**config.mk**
```make
export PLATFORM = sky130hd
export DESIGN_NAME = wb_gpio
export DESIGN_NICKNAME = d
export VERILOG_FILES = /design/src/rtl/wb_gpio.sv
export SDC_FILE = /design/constraint.sdc
export NUM_CORES = 1
export LEC_CHECK = 0
export CORE_ASPECT_RATIO = 1.4
export CORE_MARGIN = 2
export CORE_UTILIZATION = 52
export CTS_BUF_LIST = sky130_fd_sc_hd__clkbuf_16
export DETAILED_ROUTE_END_ITERATION = 8
export GPL_TIMING_DRIVEN = 0
export PLACE_DENSITY = 0.85
export SLEW_MARGIN = 5
export SYNTH_ARGS = -nofsm -noshare
export SYNTH_HDL_FRONTEND = slang
export SYNTH_SLANG_ARGS = --single-unit
```
**constraint.sdc**
```tcl
create_clock -name clk -period 6 [get_ports clk]
set_input_delay 1.2 -clock clk [delete_from_list [all_inputs] [get_ports clk]]
set_output_delay 1.2 -clock clk [all_outputs]
set_load 0.005 [all_outputs]
```
**src/rtl/wb_gpio.sv**
```systemverilog
// -----------------------------------------------------------------------------
// wb_gpio -- Wishbone slave GPIO block with debounced inputs and interrupts.
//
// Nine inputs (four slide switches and five active-low push buttons) are
// synchronised, debounced on a slow sample tick and exposed as a read-only
// register. Any debounced edge latches a pending bit. The pending bits,
// masked by an enable register, form a level interrupt. Four LEDs are driven
// from a read/write register.
//
// Parameters
//   clk_freq  system clock frequency in Hz (informational only)
//   db_max    debounce sample period in clk cycles, 2 .. 2^24-1
//
// Ports
//   clk       system clock, all state on the rising edge
//   reset_n   asynchronous active-low reset
//   wb_adr_i  Wishbone address, only [3:2] decoded
//   wb_dat_i  Wishbone write data
//   wb_dat_o  Wishbone read data, non-zero only while wb_ack_o is high
//   wb_sel_i  byte-lane select, lane 0 -> bits [7:0], lane 1 -> bit 8
//   wb_stb_i  Wishbone strobe
//   wb_cyc_i  Wishbone cycle
//   wb_we_i   Wishbone write enable
//   wb_ack_o  Wishbone acknowledge
//   btn_n     push buttons, active-low, asynchronous
//   sw        slide switches, active-high, asynchronous
//   led_n     LEDs, active-low
//   intr      level interrupt, active-high
//
// Register map (word index wb_adr_i[3:2])
//   0 IN        read-only   debounced inputs in [8:0] = {sw, buttons}
//   1 OUT       read/write  LED state in [3:0]
//   2 IRQ_EN    read/write  interrupt enables in [8:0]
//   3 IRQ_PEND  read, write-1-to-clear, pending edges in [8:0]
// -----------------------------------------------------------------------------
module wb_gpio #(
   parameter int unsigned clk_freq = 100000000,
   parameter int unsigned db_max   = 1000000
) (
   input  logic        clk,
   input  logic        reset_n,
   input  logic [31:0] wb_adr_i,
   input  logic [31:0] wb_dat_i,
   output logic [31:0] wb_dat_o,
   input  logic [3:0]  wb_sel_i,
   input  logic        wb_stb_i,
   input  logic        wb_cyc_i,
   input  logic        wb_we_i,
   output logic        wb_ack_o,
   input  logic [4:0]  btn_n,
   input  logic [3:0]  sw,
   output logic [3:0]  led_n,
   output logic        intr
);

   localparam int unsigned   N_IN       = 9;
   localparam int unsigned   PRESC_W    = 24;
   localparam logic [PRESC_W-1:0] PRESC_LAST = PRESC_W'(db_max - 1);

   typedef enum logic [1:0] {
      REG_IN       = 2'd0,
      REG_OUT      = 2'd1,
      REG_IRQ_EN   = 2'd2,
      REG_IRQ_PEND = 2'd3
   } reg_idx_e;

   // ---------------------------------------------------------------------------
   // State
   // ---------------------------------------------------------------------------
   logic [N_IN-1:0]    sync1_q, sync1_d;
   logic [N_IN-1:0]    sync2_q, sync2_d;
   logic [N_IN-1:0]    samp_q, samp_d;
   logic [N_IN-1:0]    deb_q, deb_d;
   logic [N_IN-1:0]    deb_prev_q, deb_prev_d;
   logic [PRESC_W-1:0] presc_q, presc_d;
   logic [3:0]         led_q, led_d;
   logic [N_IN-1:0]    irq_en_q, irq_en_d;
   logic [N_IN-1:0]    pend_q, pend_d;
   logic               intr_q, intr_d;
   logic               ack_q, ack_d;
   logic [31:0]        dat_q, dat_d;

   // ---------------------------------------------------------------------------
   // Combinational helpers
   // ---------------------------------------------------------------------------
   logic [N_IN-1:0] in_raw;
   logic            tick;
   logic [N_IN-1:0] stable;
   logic            access;
   logic            wr;
   reg_idx_e        reg_idx;
   logic [N_IN-1:0] lane_mask;
   logic [N_IN-1:0] wdat;
   logic [N_IN-1:0] clr;
   logic [31:0]     rdata;

   // Address bits outside [3:2], upper data bits and lanes 2/3 carry no
   // meaning here; clk_freq is documentation only.
   logic unused_ok;
   assign unused_ok = &{1'b0, wb_adr_i[31:4], wb_adr_i[1:0], wb_dat_i[31:9],
                        wb_sel_i[3:2], (clk_freq != 0)};

   // Buttons are inverted so a pressed button reads as 1.
   assign in_raw = {sw, ~btn_n};

   always_comb begin
      // NOTE: every signal driven here gets a default first, so no path
      // through the block leaves a value unassigned and no latch is inferred.
      sync1_d    = in_raw;
      sync2_d    = sync1_q;
      presc_d    = presc_q;
      samp_d     = samp_q;
      deb_d      = deb_q;
      deb_prev_d = deb_q;
      led_d      = led_q;
      irq_en_d   = irq_en_q;
      clr        = '0;
      rdata      = '0;

      // Sample-period prescaler: tick marks the last count before wrapping.
      tick = (presc_q == PRESC_LAST);
      if (tick) begin
         presc_d = '0;
      end else begin
         presc_d = presc_q + 1'b1;
      end

      // A bit is accepted only when two consecutive ticks agree on it, so a
      // glitch seen by at most one tick never reaches deb.
      stable = ~(samp_q ^ sync2_q);
      if (tick) begin
         samp_d = sync2_q;
         deb_d  = (deb_q & ~stable) | (sync2_q & stable);
      end

      // Wishbone: ack is raised for one cycle per request, so a held strobe
      // is acknowledged on every other edge. The write lands on the same edge
      // that raises ack.
      access    = wb_stb_i & wb_cyc_i & ~ack_q;
      wr        = access & wb_we_i;
      reg_idx   = reg_idx_e'(wb_adr_i[3:2]);
      lane_mask = {wb_sel_i[1], {8{wb_sel_i[0]}}};
      wdat      = wb_dat_i[N_IN-1:0];

      case (reg_idx)
         REG_IN:       rdata = {23'h0, deb_q};
         REG_OUT:      rdata = {28'h0, led_q};
         REG_IRQ_EN:   rdata = {23'h0, irq_en_q};
         REG_IRQ_PEND: rdata = {23'h0, pend_q};
         default:      rdata = '0;
      endcase

      if (wr) begin
         case (reg_idx)
            REG_OUT: begin
               if (wb_sel_i[0]) begin
                  led_d = wb_dat_i[3:0];
               end
            end
            REG_IRQ_EN:   irq_en_d = (irq_en_q & ~lane_mask) | (wdat & lane_mask);
            REG_IRQ_PEND: clr = wdat & lane_mask;
            default:      ;  // IN is read-only
         endcase
      end

      // deb_prev holds last cycle's deb, so an edge sets pend one cycle after
      // deb moves. OR-ing the set term last makes set win over a same-cycle
      // clear.
      pend_d = (pend_q & ~clr) | (deb_q ^ deb_prev_q);

      intr_d = |(pend_q & irq_en_q);
      ack_d  = access;
      dat_d  = access ? rdata : 32'h0;
   end

   // ---------------------------------------------------------------------------
   // Registers
   // ---------------------------------------------------------------------------
   always_ff @(posedge clk or negedge reset_n) begin
      if (!reset_n) begin
         sync1_q    <= '0;
         sync2_q    <= '0;
         samp_q     <= '0;
         deb_q      <= '0;
         deb_prev_q <= '0;
         presc_q    <= '0;
         led_q      <= '0;
         irq_en_q   <= '0;
         pend_q     <= '0;
         intr_q     <= 1'b0;
         ack_q      <= 1'b0;
         dat_q      <= '0;
      end else begin
         // NOTE: non-blocking assignments make every flop sample the values
         // from before the edge, independent of statement order.
         sync1_q    <= sync1_d;
         sync2_q    <= sync2_d;
         samp_q     <= samp_d;
         deb_q      <= deb_d;
         deb_prev_q <= deb_prev_d;
         presc_q    <= presc_d;
         led_q      <= led_d;
         irq_en_q   <= irq_en_d;
         pend_q     <= pend_d;
         intr_q     <= intr_d;
         ack_q      <= ack_d;
         dat_q      <= dat_d;
      end
   end

   // Every output comes straight from a flop (led_n through an inverter only).
   assign wb_ack_o = ack_q;
   assign wb_dat_o = dat_q;
   assign led_n    = ~led_q;
   assign intr     = intr_q;

endmodule

```
After elaboration in Yosys (flattened, before gate mapping)
Cells that the tools add are included.

word-level totals
  input port bits = 82
  logic and storage cells = 47
  bits in registers = 125

operators by class
  reduce and logical (&&, ||, !) cells = 4
  $add $sub $neg = 1
  multiplexer cells = 5
  equality and inequality tests = 4
  bitwise gates (word level) = 21

operator list
  cell                                                               number
  32-bit one-hot mux with 4 select lines                             1
  9-bit bitwise AND                                                  6
  9-bit inverter                                                     4
  32-bit two-way mux                                                 1
  9-bit bitwise OR                                                   3
  24-bit by 1-bit adder with 24-bit output, second input constant    1
  24-bit by 20-bit == test with 1-bit output, second input constant  1
  24-bit two-way mux                                                 1
  9-bit two-way mux                                                  2
  9-bit XOR                                                          2
  9-bit OR reduction                                                 1
  5-bit inverter                                                     1
  2-bit == test, second input constant                               2
  4-bit inverter                                                     1
  1-bit bitwise AND                                                  3
  3-bit AND reduction                                                1
  2-bit by 1-bit == test with 1-bit output, second input constant    1
  2-bit zero test                                                    1
  2-bit AND reduction                                                1
  1-bit inverter                                                     1

Longest topological paths before layout
Gate-level depths: netlist of run 1.

  word-level depth = 7
  mapped depth = 7

Worst setup path after synthesis of run 1
Ideal clock, no wire load.

  path kind = input -> register
  start point = input port wb_adr_i[3]
  end point = register (tool-made name)
  data arrival time = 2461 ps
  path buffers = 1
  setup slack = 3415 ps
  data required time = 5875 ps
  stages on the path = 4
  setup time = 125 ps
  cells stage by stage = clkbuf_1 -> nand4b_1 -> nor3_2 -> mux2_2

RTL lines
  element          RTL line  text
  start, declared  42        input logic [31:0] wb_adr_i,

==> results of run 1 <==
-- critical path, delay by kind of cell --
| family | cells | cell delay [ps] |
|---|---|---|
| AND/OR/NAND/NOR | 2 | 880 |
| multiplexers | 1 | 420 |
| buffers and inverters | 1 | 480 |
-- how the worst max path moves through the flow --
stage | from | end | slack (ps) | cells past startpoint
5_1_grt | wb_cyc_i | led_q[2] | 3010 | 4
3_5_place_dp | wb_cyc_i | register | 2940 | 4
4_1_cts | wb_cyc_i | led_q[2] | 3280 | 4
3_3_place_gp | reset_n | sync1_q[6] | 140 | 1
2_1_floorplan | wb_adr_i[3] | register | 3410 | 4
6_report | wb_stb_i | register | 3240 | 4
-- power groups by stage --
stage               Clock, mW  Combinational, mW  Sequential (mW)
floorplan                   0             0.0525            0.741
global placement            0              0.107            0.745
detailed placement          0              0.113            0.746
CTS                     0.577              0.114            0.734
global route            0.602              0.126            0.737
finish                  0.567              0.113            0.734
-- kinds of logic after synthesis --
logic type / synth area share
compound gates: 0.0920
xor+xnor: 0.0499
fa+ha+maj: 0.00285
buf+inv: 0.0712
flops: 0.581
mux: 0.0601
other cells: 0.000854
simple gates: 0.142
-- metal layers --
layer | share of wire | GRT usage | vias up
li1 | - | - | 1436
met1 | 0.41 | 0.249 | 1537
met2 | 0.51 | 0.334 | 95
met3 | 0.049 | 0.0423 | 20
met4 | 0.029 | 0.0978 | 0
met5 | 0 | 0 | -
-- layout by cell type (no fill, tap or decap), types with 4 or more instances in the layout --
| cell | synthesis | routed |
|---|---|---|
| mux2i_1 | 5 | 5 |
| clkbuf_16 | 0 | 9 |
| a21oi_1 | 11 | 11 |
| nor3_1 | 8 | 8 |
| xor2_1 | 13 | 13 |
| o31ai_1 | 9 | 9 |
| and2_1 | 4 | 4 |
| nor4_1 | 5 | 5 |
| nor2_1 | 24 | 24 |
| mux2_2 | 11 | 11 |
| o21ai_0 | 18 | 18 |
| buf_4 | 23 | 24 |
| conb_1 | 1 | 23 |
| clkdlybuf4s50_1 | 0 | 38 |
| a21o_1 | 8 | 8 |
| nand3_1 | 17 | 17 |
| dfrtp_1 | 102 | 102 |
| a31oi_1 | 14 | 14 |
| nor4b_1 | 4 | 4 |
| clkbuf_1 | 6 | 6 |
| xnor2_1 | 12 | 12 |
| inv_1 | 20 | 21 |
| mux4_2 | 4 | 4 |
| nand2_1 | 20 | 20 |
| nand4_1 | 8 | 8 |
-- stage by stage --
stage	utilization	hold WS, ps	cell area (um2)
2_1_floorplan	-	331	4470
3_3_place_gp	0.609	332	4990
3_5_place_dp	0.612	335	5020
4_1_cts	0.647	350	5310
5_1_grt	0.647	352	5310
6_report	0.647	348	5310
-- cell type report --
cell class | instances | area [um2] | area share
flip-flops and latches | 102 | 2550 | 0.481
multi-input cells | 244 | 1610 | 0.303
repair buffers | 40 | 415 | 0.0783
plain buffers | 35 | 234 | 0.0441
clock buffers | 9 | 225 | 0.0424
well taps | 102 | 128 | 0.0240
inverters | 21 | 78.8 | 0.0149
clock inverters | 7 | 65.1 | 0.0123
==> results.sh, run 1 <==
export IMPL_yosysSeqAreaShare=0.581
export IMPL_grt_remaining_overflow=0
export IMPL_tightest_slew_ps=854
export IMPL_start_util=0.536
export IMPL_ys_ff_latch=102
export IMPL_postCtsSetupBuffers=0
export IMPL_holdPathStages=0
export IMPL_setup_viol=0
export IMPL_status="finished, final reports clean"
export IMPL_final_cells=560
export IMPL_nets=536
export IMPL_htreeDepth=3
export IMPL_grt_antenna_before_repair=0
export IMPL_fin_ws_ps=3240
export IMPL_vias_per_cell=5.51
export IMPL_synth_area_um2=4390
export IMPL_hold_violations=0
export IMPL_critical_path_max_stage_delay_ps=720
export IMPL_cts_resized=0
export IMPL_r2r_slack_ps=3600
export IMPL_ant_nets=0
export IMPL_syn_to_final_growth_pct=20.9
export IMPL_cts_tree="yes"
export IMPL_yosysMostFrequentCell="dfrtp_1"
export IMPL_yosysWarningCount=0
export IMPL_yosysTopAreaCellShare=0.581
export IMPL_slew_viol_final=0
export IMPL_rr_startpoint="presc_q[0]"
export IMPL_holdPathEnd="sync2_q[6]"
export IMPL_yosys_area_top_type="dfrtp_1"
export IMPL_grt_max_degree=53
export IMPL_crit_chain="clkdlybuf4s50_1 -> nand4b_1 -> nor3_2 -> mux2_2"
export IMPL_drt_iter0_drc=205
export IMPL_fin_crit_ps=2760
export IMPL_die_area_um2=9210
export IMPL_ys_flop_type="dfrtp_1"
export IMPL_hold_class="reg2reg"
export IMPL_avgSynthCellArea_um2=11.6
export IMPL_dp_cells=544
export IMPL_wl_per_cell_um=15.3
export IMPL_gp_congestion=0.839
export IMPL_dieWidth_um=81.7
export IMPL_insertion_delay_ps=340
export IMPL_core_area_um2=8200
export IMPL_first_global_vias=3034
export IMPL_pwr_share_clk=0.401
export IMPL_netlist_top_cells_area="dfrtp_1, buf_4, mux2_2, xor2_1, xnor2_1"
export IMPL_die_h_um=113
export IMPL_power_density_nw_per_um2=266
export IMPL_end_kind="register"
export IMPL_synth_edf_count=0
export IMPL_peakVddDrop_v=0.000178
export IMPL_drc=0
export IMPL_synthTopCellsByCount="dfrtp_1, nor2_1, buf_4, inv_1, nand2_1"
export IMPL_r2r_end="samp_q[1]"
export IMPL_slew_headroom=0.426
export IMPL_cts_hold_buf=0
export IMPL_reg2regPathDepth=6
export IMPL_routed_wl_um=8550
export IMPL_rows=39
export IMPL_sw_frac_of_total=0.221
export IMPL_synth_distinct_cells=47
export IMPL_criticalPathCategory="in2reg"
export IMPL_fin_crit_sh=0.460
export IMPL_synth_cells=380
export IMPL_fill_cells=611
export IMPL_grt_first_pass_wirelength_um=14300
export IMPL_seqPwrFrac=0.519
export IMPL_cts_root_buf="clkbuf_16"
export IMPL_power_total_mw=1.41
export IMPL_setup_worst_path_start_class="input pin"
export IMPL_floorplan_io_pins=120
export IMPL_dp_hpwl_um=5970
export IMPL_synthArstFlopShare=1.00
export IMPL_first_pass_iters=4
export IMPL_ctsLongestPathBuffers=2
export IMPL_p_int_mw=1.10
export IMPL_cts_clk_slew_worst_paths_ps=70
export IMPL_cts_buffers=9
export IMPL_crit_arrival_ps=2980
export IMPL_io_buffers=39
export IMPL_clock_sinks=102
export IMPL_p_leak_nw=2.52
export IMPL_layout_drive_gt1_share=0.146
export IMPL_crit_path_top_delay_cell="nor3_2"
export IMPL_finalSetupTns_ps=0
export IMPL_finClkSkew_ps=6.18
export IMPL_grt_total_usage=0.202
export IMPL_drv_cap=0
export IMPL_cp_max_fo=8
export IMPL_rsz0062_at_grt="false"
export IMPL_min_delay_start="sync1_q[6]"
export IMPL_max_freq_mhz=363
export IMPL_switching_power_uw=313
export IMPL_p_comb_frac=0.080
export IMPL_vias=3088
export IMPL_n_antenna_cell=0
export IMPL_required_ps=6230
export IMPL_post_place_ws_ps=2940
(Power assumes the default switching activity.)
==> inputs of run 2 (changes only) <==
--- a/config.mk
+++ b/config.mk
@@ -7,11 +7,11 @@
 export LEC_CHECK = 0
 export CORE_ASPECT_RATIO = 1.4
 export CORE_MARGIN = 2
-export CORE_UTILIZATION = 52
+export CORE_UTILIZATION = 43
 export CTS_BUF_LIST = sky130_fd_sc_hd__clkbuf_16
 export DETAILED_ROUTE_END_ITERATION = 8
 export GPL_TIMING_DRIVEN = 0
-export PLACE_DENSITY = 0.85
+export PLACE_DENSITY = 0.75
 export SLEW_MARGIN = 5
 export SYNTH_ARGS = -nofsm -noshare
 export SYNTH_HDL_FRONTEND = slang
==> constraint.sdc (replaced) <==
create_clock -name clk -period 2.4 [get_ports clk]
set_input_delay 0.48 -clock clk [delete_from_list [all_inputs] [get_ports clk]]
set_output_delay 0.48 -clock clk [all_outputs]
set_load 0.005 [all_outputs]
==> results.sh, run 2 (synthesized netlist as in run 1, its figures left out) <==
export IMPL_n_antenna_cell=0
export IMPL_die_h_um=124
export IMPL_routed_wl_met2_um=4390
export IMPL_criticalPathCategory="reg2reg"
export IMPL_first_global_vias=2906
export IMPL_dp_cells=577
export IMPL_peakVddDrop_v=0.000315
export IMPL_drt_iter0_drc=183
export IMPL_layout_drive_gt1_share=0.153
export IMPL_crit_path_top_delay_cell="or4_1"
export IMPL_power_total_mw=3.42
export IMPL_power_density_nw_per_um2=641
export IMPL_core_area_um2=9950
export IMPL_io_buffers=39
export IMPL_dp_hpwl_um=5920
export IMPL_crit_arrival_ps=2470
export IMPL_fin_ws_ps=185
export IMPL_drc=0
export IMPL_r2r_slack_ps=190
export IMPL_tightest_slew_ps=761
export IMPL_ant_nets=0
export IMPL_wl_met1_um=3460
export IMPL_vias=2969
export IMPL_dieWidth_um=89.4
export IMPL_required_ps=2660
export IMPL_slew_viol_final=0
export IMPL_final_cells=592
export IMPL_first_pass_iters=4
export IMPL_critical_path_max_stage_delay_ps=520
export IMPL_cts_buffers=9
export IMPL_worst_path_buf_inv=1
export IMPL_vias_per_cell=5.02
export IMPL_drv_cap=0
export IMPL_finClkSkew_ps=10.3
export IMPL_path_delay_family="simple AND/OR/NAND/NOR gates"
export IMPL_htreeDepth=3
export IMPL_grt_remaining_overflow=0
export IMPL_nets=536
export IMPL_rows=43
export IMPL_insertion_delay_ps=340
export IMPL_setup_viol=0
export IMPL_crit_chain="ha_1 -> nand3_2 -> or4_1 -> buf_2 -> or4_1 -> a21oi_1"
export IMPL_die_area_um2=11000
export IMPL_cts_root_buf="clkbuf_16"
export IMPL_max_freq_mhz=452
export IMPL_status="finished, final reports clean"
export IMPL_cts_tree="yes"
export IMPL_rsz0062_at_grt="false"
export IMPL_end_kind="register"
export IMPL_start_util=0.441
export IMPL_syn_to_final_growth_pct=21.5
export IMPL_final_common_cell="dfrtp_1"
export IMPL_cp_max_fo=7
export IMPL_wl_met3_um=334
export IMPL_post_place_ws_ps=-4.36
export IMPL_clock_sinks=102
export IMPL_gp_congestion=0.785
export IMPL_floorplan_io_pins=120
export IMPL_hold_class="in2async"
export IMPL_reg2regPathDepth=6
export IMPL_grt_max_degree=55
export IMPL_slew_headroom=0.490
export IMPL_grt_total_usage=0.161
export IMPL_p_leak_nw=2.50
export IMPL_routed_top_layer="met4"
export IMPL_rr_startpoint="presc_q[0]"
export IMPL_hold_violations=0
export IMPL_fin_crit_ps=2210
export IMPL_grt_antenna_before_repair=0
export IMPL_final_cell_mix="dfrtp_1, clkdlybuf4s50_1, buf_4"
export IMPL_r2r_end="presc_q[18]"
export IMPL_wl_per_cell_um=14.0
export IMPL_ctsLongestPathBuffers=2
export IMPL_fin_crit_sh=0.923
export IMPL_setup_worst_path_start_class="register"
export IMPL_grt_first_pass_wirelength_um=13500
export IMPL_cts_clk_slew_worst_paths_ps=60
export IMPL_routed_wl_um=8280
export IMPL_cp_common_cell="or4_1"
## run 2: changes by cell type in the layout (fill, tap and decap cells not counted), sizes merged
cell      previous run  this run
bufinv               1         0
clkinvlp             0         2
clkinv               4         2
## run 2: cell type report
cell class              instances  area [um2]
well taps                     135         169
inverters                      21        78.8
multi-input cells             244        1620
clock inverters                 6        45.0
fillers                       848        4620
plain buffers                  35         235
clock buffers                   9         225
repair buffers                 40         415
flip-flops and latches        102        2550
## run 2: worst max-delay path by stage
stage / to / startpoint / depth (start not counted)
finish: presc_q[18] / presc_q[0] / 6
global placement: sync1_q[5] / reset_n / 1
global route: register / presc_q[7] / 7
floorplan: presc_q[18] / presc_q[0] / 6
CTS: register / presc_q[0] / 6
detailed placement: samp_q[5] / presc_q[7] / 6
## run 2: per-stage QoR
stage,hold WS (ps),util,area [um2],TNS [ps]
finish,185,0.536,5340,0
CTS,207,0.536,5330,0
floorplan,184,-,4470,0
detailed placement,335,0.508,5060,-4.36
global placement,332,0.506,5030,-283140
global route,247,0.536,5340,0
## run 2: repair_timing
item,in CTS,in global routing
endpoints found under the setup margin,4,6
buffers inserted,0,0
resized for setup,1,3
hold buffers,0,0
## run 2: metal layers
layer	vias up	GRT usage
met2	77	0.277
met5	-	0
met3	5	0.0404
li1	1435	-
met1	1452	0.190
met4	0	0.0634
## run 2: report_power, final
part / internal [mW] / total, mW / switching, mW
combinational: 0.161 / 0.276 / 0.115
clock: 0.702 / 1.31 / 0.608
sequential: 1.79 / 1.84 / 0.0482
==> inputs of run 3 (changes only) <==
--- a/config.mk
+++ b/config.mk
@@ -6,12 +6,13 @@
 export NUM_CORES = 1
 export LEC_CHECK = 0
 export CORE_ASPECT_RATIO = 1.4
-export CORE_MARGIN = 2
+export CORE_MARGIN = 4
 export CORE_UTILIZATION = 43
 export CTS_BUF_LIST = sky130_fd_sc_hd__clkbuf_16
 export DETAILED_ROUTE_END_ITERATION = 8
 export GPL_TIMING_DRIVEN = 0
 export PLACE_DENSITY = 0.75
+export RECOVER_POWER = 50
 export SLEW_MARGIN = 5
 export SYNTH_ARGS = -nofsm -noshare
 export SYNTH_HDL_FRONTEND = slang
==> results.sh, run 3 (synthesized netlist as in run 1, its figures left out) <==
export IMPL_status="finished, final reports clean"
export IMPL_core_area_um2=9950
export IMPL_required_ps=2670
export IMPL_routed_wl_um=8580
export IMPL_drv_cap=0
export IMPL_first_global_vias=2976
export IMPL_final_common_cell="dfrtp_1"
export IMPL_finish_utilization=0.533
export IMPL_criticalPathCategory="reg2reg"
export IMPL_rsz0062_at_grt="false"
export IMPL_crit_arrival_ps=2550
export IMPL_floorplan_io_pins=120
export IMPL_cts_root_buf="clkbuf_16"
export IMPL_multi_input_comb_area_um2=1610
export IMPL_grt_remaining_overflow=0
export IMPL_finalSetupTns_ps=0
export IMPL_insertion_delay_ps=340
export IMPL_fin_crit_ps=2280
export IMPL_setup_worst_path_start_class="register"
export IMPL_finClkSkew_ps=6.87
export IMPL_grt_antenna_before_repair=0
export IMPL_clock_sinks=102
export IMPL_hold_class="in2async"
export IMPL_grt_max_degree=57
export IMPL_ctsLongestPathBuffers=2
export IMPL_setup_viol=0
export IMPL_gp_congestion=0.854
export IMPL_dieWidth_um=93.4
export IMPL_slew_headroom=0.250
export IMPL_layout_drive_gt1_share=0.148
export IMPL_fill_cells=870
export IMPL_drt_iter0_drc=195
export IMPL_reg2regPathDepth=6
export IMPL_start_util=0.441
export IMPL_seqPwrFrac=0.539
export IMPL_cp_max_fo=10
export IMPL_ant_nets=0
export IMPL_p_leak_nw=2.51
export IMPL_max_freq_mhz=438
export IMPL_grt_total_usage=0.153
export IMPL_cts_clk_slew_worst_paths_ps=70
export IMPL_pwr_share_clk=0.382
export IMPL_syn_to_final_growth_pct=20.9
export IMPL_wl_per_cell_um=14.5
export IMPL_stdcell_area_um2=5310
export IMPL_die_area_um2=11900
export IMPL_power_density_nw_per_um2=643
export IMPL_htreeDepth=3
export IMPL_drc=0
export IMPL_cts_buffers=9
export IMPL_postPlaceCellArea_um2=5060
export IMPL_p_int_mw=2.64
export IMPL_grt_first_pass_wirelength_um=14100
export IMPL_hold_violations=0
export IMPL_final_cells=593
export IMPL_vias=3027
export IMPL_die_h_um=128
export IMPL_nets=536
export IMPL_switching_power_uw=772
export IMPL_sw_frac_of_total=0.226
export IMPL_dp_hpwl_um=6220
export IMPL_n_antenna_cell=0
export IMPL_peakVddDrop_v=0.000337
export IMPL_rows=43
export IMPL_end_kind="register"
export IMPL_vias_per_cell=5.10
export IMPL_dp_cells=577
export IMPL_final_cell_mix="dfrtp_1, clkdlybuf4s50_1, nor2_1, buf_4, conb_1"
export IMPL_tightest_slew_ps=1130
export IMPL_io_buffers=39
export IMPL_cts_tree="yes"
export IMPL_fin_crit_sh=0.951
export IMPL_register_area_um2=2550
export IMPL_first_pass_iters=4
export IMPL_p_comb_frac=0.080
export IMPL_slew_viol_final=0
-- run 3: cell count changes in the layout (fill, tap and decap cells not counted), moves of 2 or more --
cell / before / now
clkinv_4: 1 / 3
clkinvlp_4: 2 / 0
inv_1: 20 / 22
clkdlybuf4s50_1: 38 / 29
inv_6: 2 / 0
dlygate4sd3_1: 0 / 9
clkinv_2: 0 / 2
-- run 3: layout make-up --
cell class / instances / share of cell area
buffer: 35 / 0.0441
sequential: 102 / 0.481
clock buffer: 9 / 0.0424
inverter: 21 / 0.0149
multi-input combinational: 244 / 0.304
tap: 135 / 0.0318
timing repair buffer: 40 / 0.0740
clock inverter: 7 / 0.00825
-- run 3: per-layer routing --
metal  share of wire  global-route usage  wire length [um]  vias up
li1                -                   -                 -     1442
met1            0.39               0.174              3390     1474
met2            0.53               0.263              4530       93
met3           0.049              0.0289               423       18
met4           0.028              0.0906               239        0
met5               0                   0                 0        -
-- run 3: per-stage QoR --
step,setup slack (ps),power (mW),hold slack [ps]
final,118,3.41,348
after global routing,20.0,3.57,357
after global placement,-2810,2.13,332
after floorplan,401,1.98,184
after CTS,22.2,3.47,171
after detailed placement,24.4,2.15,335
-- run 3: power by group through the flow --
stage / clock network [mW] / logic (mW) / registers, mW
after global routing: 1.42 / 0.305 / 1.85
after CTS: 1.35 / 0.284 / 1.84
after global placement: 0 / 0.268 / 1.87
after detailed placement: 0 / 0.283 / 1.87
final: 1.30 / 0.271 / 1.84
after floorplan: 0 / 0.131 / 1.85
-- run 3: final timing paths --
check	slack (ps)	end	start
min in group clk	350	sync2_q[6]	sync1_q[6]
min	350	presc_q[15]	reset_n
min reg2reg	350	sync2_q[6]	sync1_q[6]
max reg2reg	120	register	presc_q[0]
max	120	register	presc_q[0]
max in group asynchronous	650	presc_q[6]	reset_n
-- run 3: critical path: stages (launching register included) --
cell and delay [ps]:
dfrtp_1 390, ha_1 230, nand3_2 150, nor3_1 720
clkbuf_1 430, a31oi_1 150, a21oi_1 130
-- run 3: what timing repair did --
action | CTS | global route
endpoints found under the hold margin | 0 | 0
setup endpoints to repair | 0 | 10
buffers inserted | 0 | 0
hold buffers | 0 | 0
resized for setup | 0 | 1
